File: config.mk
export PLATFORM = sky130hd
export DESIGN_NAME = mem_port_arbiter
export DESIGN_NICKNAME = d
export VERILOG_FILES = /design/src/rtl/mem_port_arbiter.sv
export SDC_FILE = /design/constraint.sdc
export NUM_CORES = 1
export LEC_CHECK = 0
export CORE_ASPECT_RATIO = 1.5
export CORE_MARGIN = 2
export CORE_UTILIZATION = 45
export CTS_BUF_LIST = sky130_fd_sc_hd__clkbuf_4
export DETAILED_ROUTE_END_ITERATION = 12
export PLACE_DENSITY = 0.95
export SLEW_MARGIN = 20
export SYNTH_ARGS = -nofsm -noshare
export SYNTH_HDL_FRONTEND = slang
export SYNTH_SLANG_ARGS = --single-unit
File: constraint.sdc
create_clock -name clk -period 4.5 [get_ports clk]
set_input_delay 0.9 -clock clk [delete_from_list [all_inputs] [get_ports clk]]
set_output_delay 0.9 -clock clk [all_outputs]
set_load 0.02 [all_outputs]
File: src/rtl/mem_port_arbiter.sv
// mem_port_arbiter: shares one unified memory between the core datapath
// (port C) and a DMA/program-loader (port D). Each access runs as a
// registered IDLE -> BUSY -> DONE transaction against a ready-handshaked
// memory; the owner receives a one-cycle ack in DONE.
// Optional build macro: ARB_TIMEOUT_EN (abort a BUSY access after TIMEOUT
// cycles without mem_ready and raise a sticky err).
module mem_port_arbiter #(
    parameter int CORE_PRIORITY = 0,
    parameter int MAX_BURST     = 4,
    parameter int TIMEOUT       = 16
) (
    input  logic        clk,
    input  logic        reset,
    input  logic        c_req,
    input  logic        c_r_wbar,
    input  logic [31:0] c_addr,
    input  logic [31:0] c_wdata,
    output logic [31:0] c_rdata,
    output logic        c_ack,
    input  logic        d_req,
    input  logic        d_r_wbar,
    input  logic [31:0] d_addr,
    input  logic [31:0] d_wdata,
    output logic [31:0] d_rdata,
    output logic        d_ack,
    output logic        mem_req,
    output logic        mem_r_wbar,
    output logic [31:0] mem_addr,
    output logic [31:0] mem_wdata,
    input  logic [31:0] mem_rdata,
    input  logic        mem_ready,
    output logic [1:0]  grant,
    output logic        err
);

    typedef enum logic [1:0] {IDLE, BUSY, DONE} state_t;

    state_t      state, next_state;
    logic        last_d;      // 1 = D owned the previous transaction
    logic [3:0]  burst_cnt;   // consecutive C grants made while D waited
    logic        pick_c, pick_d;
    logic        finish;      // BUSY ends this edge (ready or timeout)
    logic        abort;       // BUSY ends by timeout

`ifdef ARB_TIMEOUT_EN
    logic [7:0]  tmo_cnt;
`endif

    // State register
    always_ff @(posedge clk or negedge reset) begin
        if (!reset) state <= IDLE;
        else        state <= next_state;
    end

    // Arbitration decision and next-state logic
    always_comb begin
        next_state = state;
        pick_c     = 1'b0;
        pick_d     = 1'b0;
        finish     = 1'b0;
        abort      = 1'b0;
        unique case (state)
            IDLE: begin
                if (c_req && d_req) begin
                    if (CORE_PRIORITY != 0) pick_c = (burst_cnt != 4'(MAX_BURST));
                    else                    pick_c = last_d;
                    pick_d = !pick_c;
                end else begin
                    pick_c = c_req;
                    pick_d = d_req;
                end
                if (pick_c || pick_d) next_state = BUSY;
            end
            BUSY: begin
                if (mem_ready) begin
                    finish = 1'b1;
                end
`ifdef ARB_TIMEOUT_EN
                else if (tmo_cnt == 8'(TIMEOUT - 1)) begin
                    // tmo_cnt counts BUSY cycles already elapsed, so this is
                    // the TIMEOUT-th BUSY cycle without mem_ready
                    finish = 1'b1;
                    abort  = 1'b1;
                end
`endif
                if (finish) next_state = DONE;
            end
            DONE:    next_state = IDLE;
            default: next_state = IDLE;
        endcase
    end

    // Transaction registers: memory strobe/address/data, grant, acks, rdata
    always_ff @(posedge clk or negedge reset) begin
        if (!reset) begin
            mem_req    <= 1'b0;
            mem_r_wbar <= 1'b1;
            mem_addr   <= '0;
            mem_wdata  <= '0;
            c_rdata    <= '0;
            d_rdata    <= '0;
            c_ack      <= 1'b0;
            d_ack      <= 1'b0;
            grant      <= 2'b00;
            last_d     <= 1'b1;
            burst_cnt  <= '0;
        end else begin
            c_ack <= 1'b0;
            d_ack <= 1'b0;
            unique case (state)
                IDLE: begin
                    if (pick_c || pick_d) begin
                        mem_req    <= 1'b1;
                        grant      <= {pick_d, pick_c};
                        last_d     <= pick_d;
                        mem_r_wbar <= pick_c ? c_r_wbar : d_r_wbar;
                        mem_addr   <= pick_c ? c_addr   : d_addr;
                        mem_wdata  <= pick_c ? c_wdata  : d_wdata;
                        if (pick_d || !d_req)
                            burst_cnt <= '0;
                        else if (burst_cnt != 4'(MAX_BURST))
                            burst_cnt <= burst_cnt + 4'd1;
                    end
                end
                BUSY: begin
                    if (finish) begin
                        mem_req <= 1'b0;
                        c_ack   <= grant[0];
                        d_ack   <= grant[1];
                        if (!abort && mem_r_wbar) begin
                            if (grant[0]) c_rdata <= mem_rdata;
                            if (grant[1]) d_rdata <= mem_rdata;
                        end
                    end
                end
                DONE:    grant <= 2'b00;
                default: grant <= 2'b00;
            endcase
        end
    end

`ifdef ARB_TIMEOUT_EN
    // BUSY cycle counter and sticky timeout flag
    always_ff @(posedge clk or negedge reset) begin
        if (!reset) begin
            tmo_cnt <= '0;
            err     <= 1'b0;
        end else begin
            if (state != BUSY)  tmo_cnt <= '0;
            else if (!finish)   tmo_cnt <= tmo_cnt + 8'd1;
            if (abort)          err <= 1'b1;
        end
    end
`else
    assign err = 1'b0;
`endif

endmodule
=== After elaboration in Yosys (flattened, before gate mapping) ===
Index checks and enable logic that the tools add are counted.

* Register bits after elaboration: 137
* Latch bits: 0
* RAM bits: 0
* ROM bits: 0
* Input bits: 167
* Output and inout bits: 135
* Memories kept: 0

* Add/subtract/negate cells: 0
* $mul: 0
* Div/mod/pow operators: 0
* Magnitude comparators: 0
* Equality and inequality tests: 5
* Shift operators: 0
* Muxes and demuxes: 26
* Bitwise operators: 1
* Reductions and logical operators: 12

{| class="wikitable"
|+ Operator list
! cell !! count
|-
| $mux W32 || 2
|-
| $mux W1 || 18
|-
| $ne A2 B2 Y1 const B || 4
|-
| $pmux W2 S2 || 2
|-
| $reduce_and A4 Y1 || 2
|-
| $mux W2 || 3
|-
| $reduce_and A2 Y1 || 3
|-
| $reduce_and A3 Y1 || 1
|-
| $eq A2 B1 Y1 const B || 1
|-
| $logic_not A2 Y1 || 1
|-
| $logic_or A1 B1 Y1 || 2
|-
| $pmux W1 S2 || 1
|-
| $reduce_bool A2 Y1 || 1
|-
| $logic_and A1 B1 Y1 || 1
|-
| $logic_not A1 Y1 || 1
|-
| $not A1 Y1 || 1
|}

=== Depth between registers and ports, before layout ===
* Depth after elaboration: 10
* Gate-level depth with buffers: 6
* Depth with buffers taken out: 3

=== Worst setup path before layout ===
No wires, ideal clock.

* Kind: input -> register
* Start: input port mem_ready
* End: register d_rdata[0]
* Library setup time: 0.128 ns
* Arrival time: 1.819 ns
* Data required time: 4.372 ns
* Path slack: 2.554 ns
* Stages on the path: 5
* Buffers on the path: 2
* Cell sequence: and3b_1 -> buf_4 -> nand3_2 -> buf_2 -> mux2_1

* Word-level cells in the longest chain between the ends: 4

{| class="wikitable"
|+ Ends and longest elaborated chain
! element !! line !! source
|-
| start: declaration || 31 || <nowiki>input logic mem_ready,</nowiki>
|-
| $mux W1 || 75 || <nowiki>if (mem_ready) begin</nowiki>
|-
| $mux W1 (2 in series) || 62 || <nowiki>unique case (state)</nowiki>
|-
| $reduce_and A4 Y1 (no source line) || - ||
|-
| end signal: assignment || 132 || <nowiki>if (grant[1]) d_rdata <= mem_rdata;</nowiki>
|-
| end: declaration || 24 || <nowiki>output logic [31:0] d_rdata,</nowiki>
|}

Every way passes these cells. The select of a mux whose other input is x is not followed.
A chain may end at the register's enable or synchronous reset.

=== Worst setup path after layout ===
* Start: register mem_r_wbar
* End: output port mem_r_wbar

{| class="wikitable"
|+ RTL lines
! element !! line !! source
|-
| start: declaration || 27 || <nowiki>output logic mem_r_wbar,</nowiki>
|-
| start signal: assignment || 116 || <nowiki>mem_r_wbar <= pick_c ? c_r_wbar : d_r_wbar;</nowiki>
|}

No word-level cell between the ends.

==> metrics.txt <==
synth top area cells dfrtp_1 54%, mux2_1 11%, o311ai_2 7.3%, o21ai_0 5.5%, nand3_1 5.2%; asr flop ratio synth 1.00; crit path launch type flop; CTS tree built; CTS buffer count 17; Fill cells 953; post-route clock skew 0.0337 ns; largest net degree at the start of global routing 114; final total power 6.45 mW; DRT antenna net count 0; crit path DAT 1.78 ns; first-pass iteration count of the detailed router 5; area share of the largest cell type after synthesis 0.542; Synth area leader dfrtp_1; Longest Clk Path Bufs 2; Hold-fix buffers, CTS 0; GR Util met2 0.455; Hold Violations, Final 0; Worst-Margin Slew 0.899 ns; Layout Nets 981; Hold Path Class input port to asynchronous set/reset pin; post-synth net total 705; DIE AREA 14,800 um^2; final setup fails 0; Crit Path Max Fanout 4; aggregate global-route resource usage 0.254; core area 13,500 um^2; GR peak layer met2; share of cells above drive strength 1 0.100; Cell variety after synth 25; LEAKAGE 4.02 nW; post-CTS sizing 0; clk sinks 137; Final min period 2.68 ns; multi-input logic area 2310 um^2; DP HPWL 13.3 mm; status completed; Clock Tree Root clkbuf_4; fmax 373 MHz; PortBufs 300; Buf/Inv on CP 1; Max Slew Vio Count 0; Placed Cells 957; MaxCap Viol Count 0; worst setup path class flop to primary output; Die H 148 um; Wirelength per Cell 19.0 um; power density cells 675 nW/um^2; count leader, synth dfrtp_1; fin crit share 0.596; number of DRC markers in iteration 0 255; routed vias/inst 5.51; register area 3430 um^2; Final Instance Count excl. Fillers 990; Syn Inst Count 538; first-pass GRT wire length 29.5 mm; flops & latches, synth 137; Die W 100 um; Vias 5,458; Mapped Area 6240 um^2; Layout area overhead 53.1%; EDFF count, synth 0; Initial Util 0.461; H-tree Lvls 4; Crit path largest cell delay 0.65 ns; vias in the first global route 5,734; Crit path required time 3.60 ns; I/O Pins 302; Clk Latency, worst-skew pair 0.55 ns; Seq/Total Area, Yosys 0.550; met3 usage 0.0742; Post-CTS Setup Bufs 0; Synthesis Warnings 0; gr ovfl total 0; top post-synthesis cells by count 135 x dfrtp_1, 69 x inv_1, 69 x o21ai_0, 65 x nand3_1, 60 x mux2_1; drt drc 0; setup tns final 0 ns; routability cong. 0.857; Slew HR 0.400; fin util 0.706; CP cell instances clkdlybuf4s50_1; CP delay by family, top buffers and inverters; main flop type after synthesis dfrtp_1; CP endpoint kind primary output; Hold Slack 0.448 ns; RSZ-0062 raised after global routing no; Total Wirelength 18.8 mm; Syn Area/Cell 11.6 um^2; Worst-path clk slew 0.14 ns; met1 usage 0.273; initial antenna violation count 1; Critical-path top delay cell clkdlybuf4s50_1; # rows 52; worst vdd rail ir drop 0.322 mV
[cell families (layout without fill, tap and decap cells)]
| logic type | Yosys count | in the layout | share of synthesized area |
|---|---|---|---|
| muxes | 64 | 64 | 0.116 |
| buffers and inverters | 120 | 409 | 0.0817 |
| AOI/OAI and AO/OA | 138 | 138 | 0.184 |
| and+or+nand+nor | 78 | 78 | 0.0676 |
| other | 1 | 2 | 0.000601 |
| DFF | 137 | 137 | 0.550 |
[layout by cell type (no fill, tap or decap), types with 4 or more instances in the layout]
cell type and count:
inv_1 69, mux2_2 4, inv_6 6, o311ai_2 28, nand3_1 65, buf_4 7, clkdlybuf4s50_1 299, o311ai_1 37
o21ai_0 69, clkbuf_4 17, clkinvlp_4 4, mux2_1 60, dfrtp_1 135
[path summary, 6_finish.rpt]
| kind | start | end | slack (ns) | cells past startpoint |
|---|---|---|---|---|
| min | reset | mem_wdata[4]$_DFFE_PN0P_ | 0.45 | 1 |
| min in group clk | last_d$_DFFE_PN1P_ | last_d$_DFFE_PN1P_ | 0.49 | 2 |
| max | mem_r_wbar$_DFFE_PN1P_ | mem_r_wbar | 1.82 | 1 |
| max reg2reg | state[0]$_DFFE_PN0P_ | d_rdata[0]$_DFFE_PN0P_ | 2.20 | 3 |
| max in group asynchronous | reset | mem_addr[27]$_DFFE_PN0P_ | 3.11 | 2 |
| min reg2reg | last_d$_DFFE_PN1P_ | last_d$_DFFE_PN1P_ | 0.49 | 2 |
[through the flow]
| step | worst slack [ns] | cell area, um^2 |
|---|---|---|
| floorplan | 2.55 | 6240 |
| global placement | 1.43 | 9280 |
| detailed placement | 1.33 | 9280 |
| CTS | 1.76 | 9540 |
| global route | 1.73 | 9550 |
| finish | 1.82 | 9550 |
[per-layer routing]
layer	wire length (um)	part of all wire	vias up
met5	0	0	-
met4	668	0.036	0
met3	1540	0.082	47
met2	10100	0.54	274
met1	6500	0.35	2660
li1	-	-	2477
[power by group]
group | internal [mW] | switching, mW
logic | 1.66 | 1.85
clock network | 0.236 | 0.528
registers | 1.84 | 0.339
total | 3.73 | 2.72
[cell type report]
type	instances	share of cell area
flip-flops and latches	137	0.359
repair buffers	308	0.322
multi-input cells	281	0.242
inverters	69	0.0271
well taps	162	0.0212
clock inverters	15	0.0139
clock buffers	17	0.0134
diodes	1	0.000262
[registers in the layout, summed over array words and instances, names as in the netlist, 2 cells and up]
| register | cells |
|---|---|
| c_rdata | 32 |
| d_rdata | 32 |
| mem_addr | 32 |
| mem_wdata | 32 |
| grant | 2 |
| state | 2 |
Note: power is estimated with default switching activity, not from simulation.
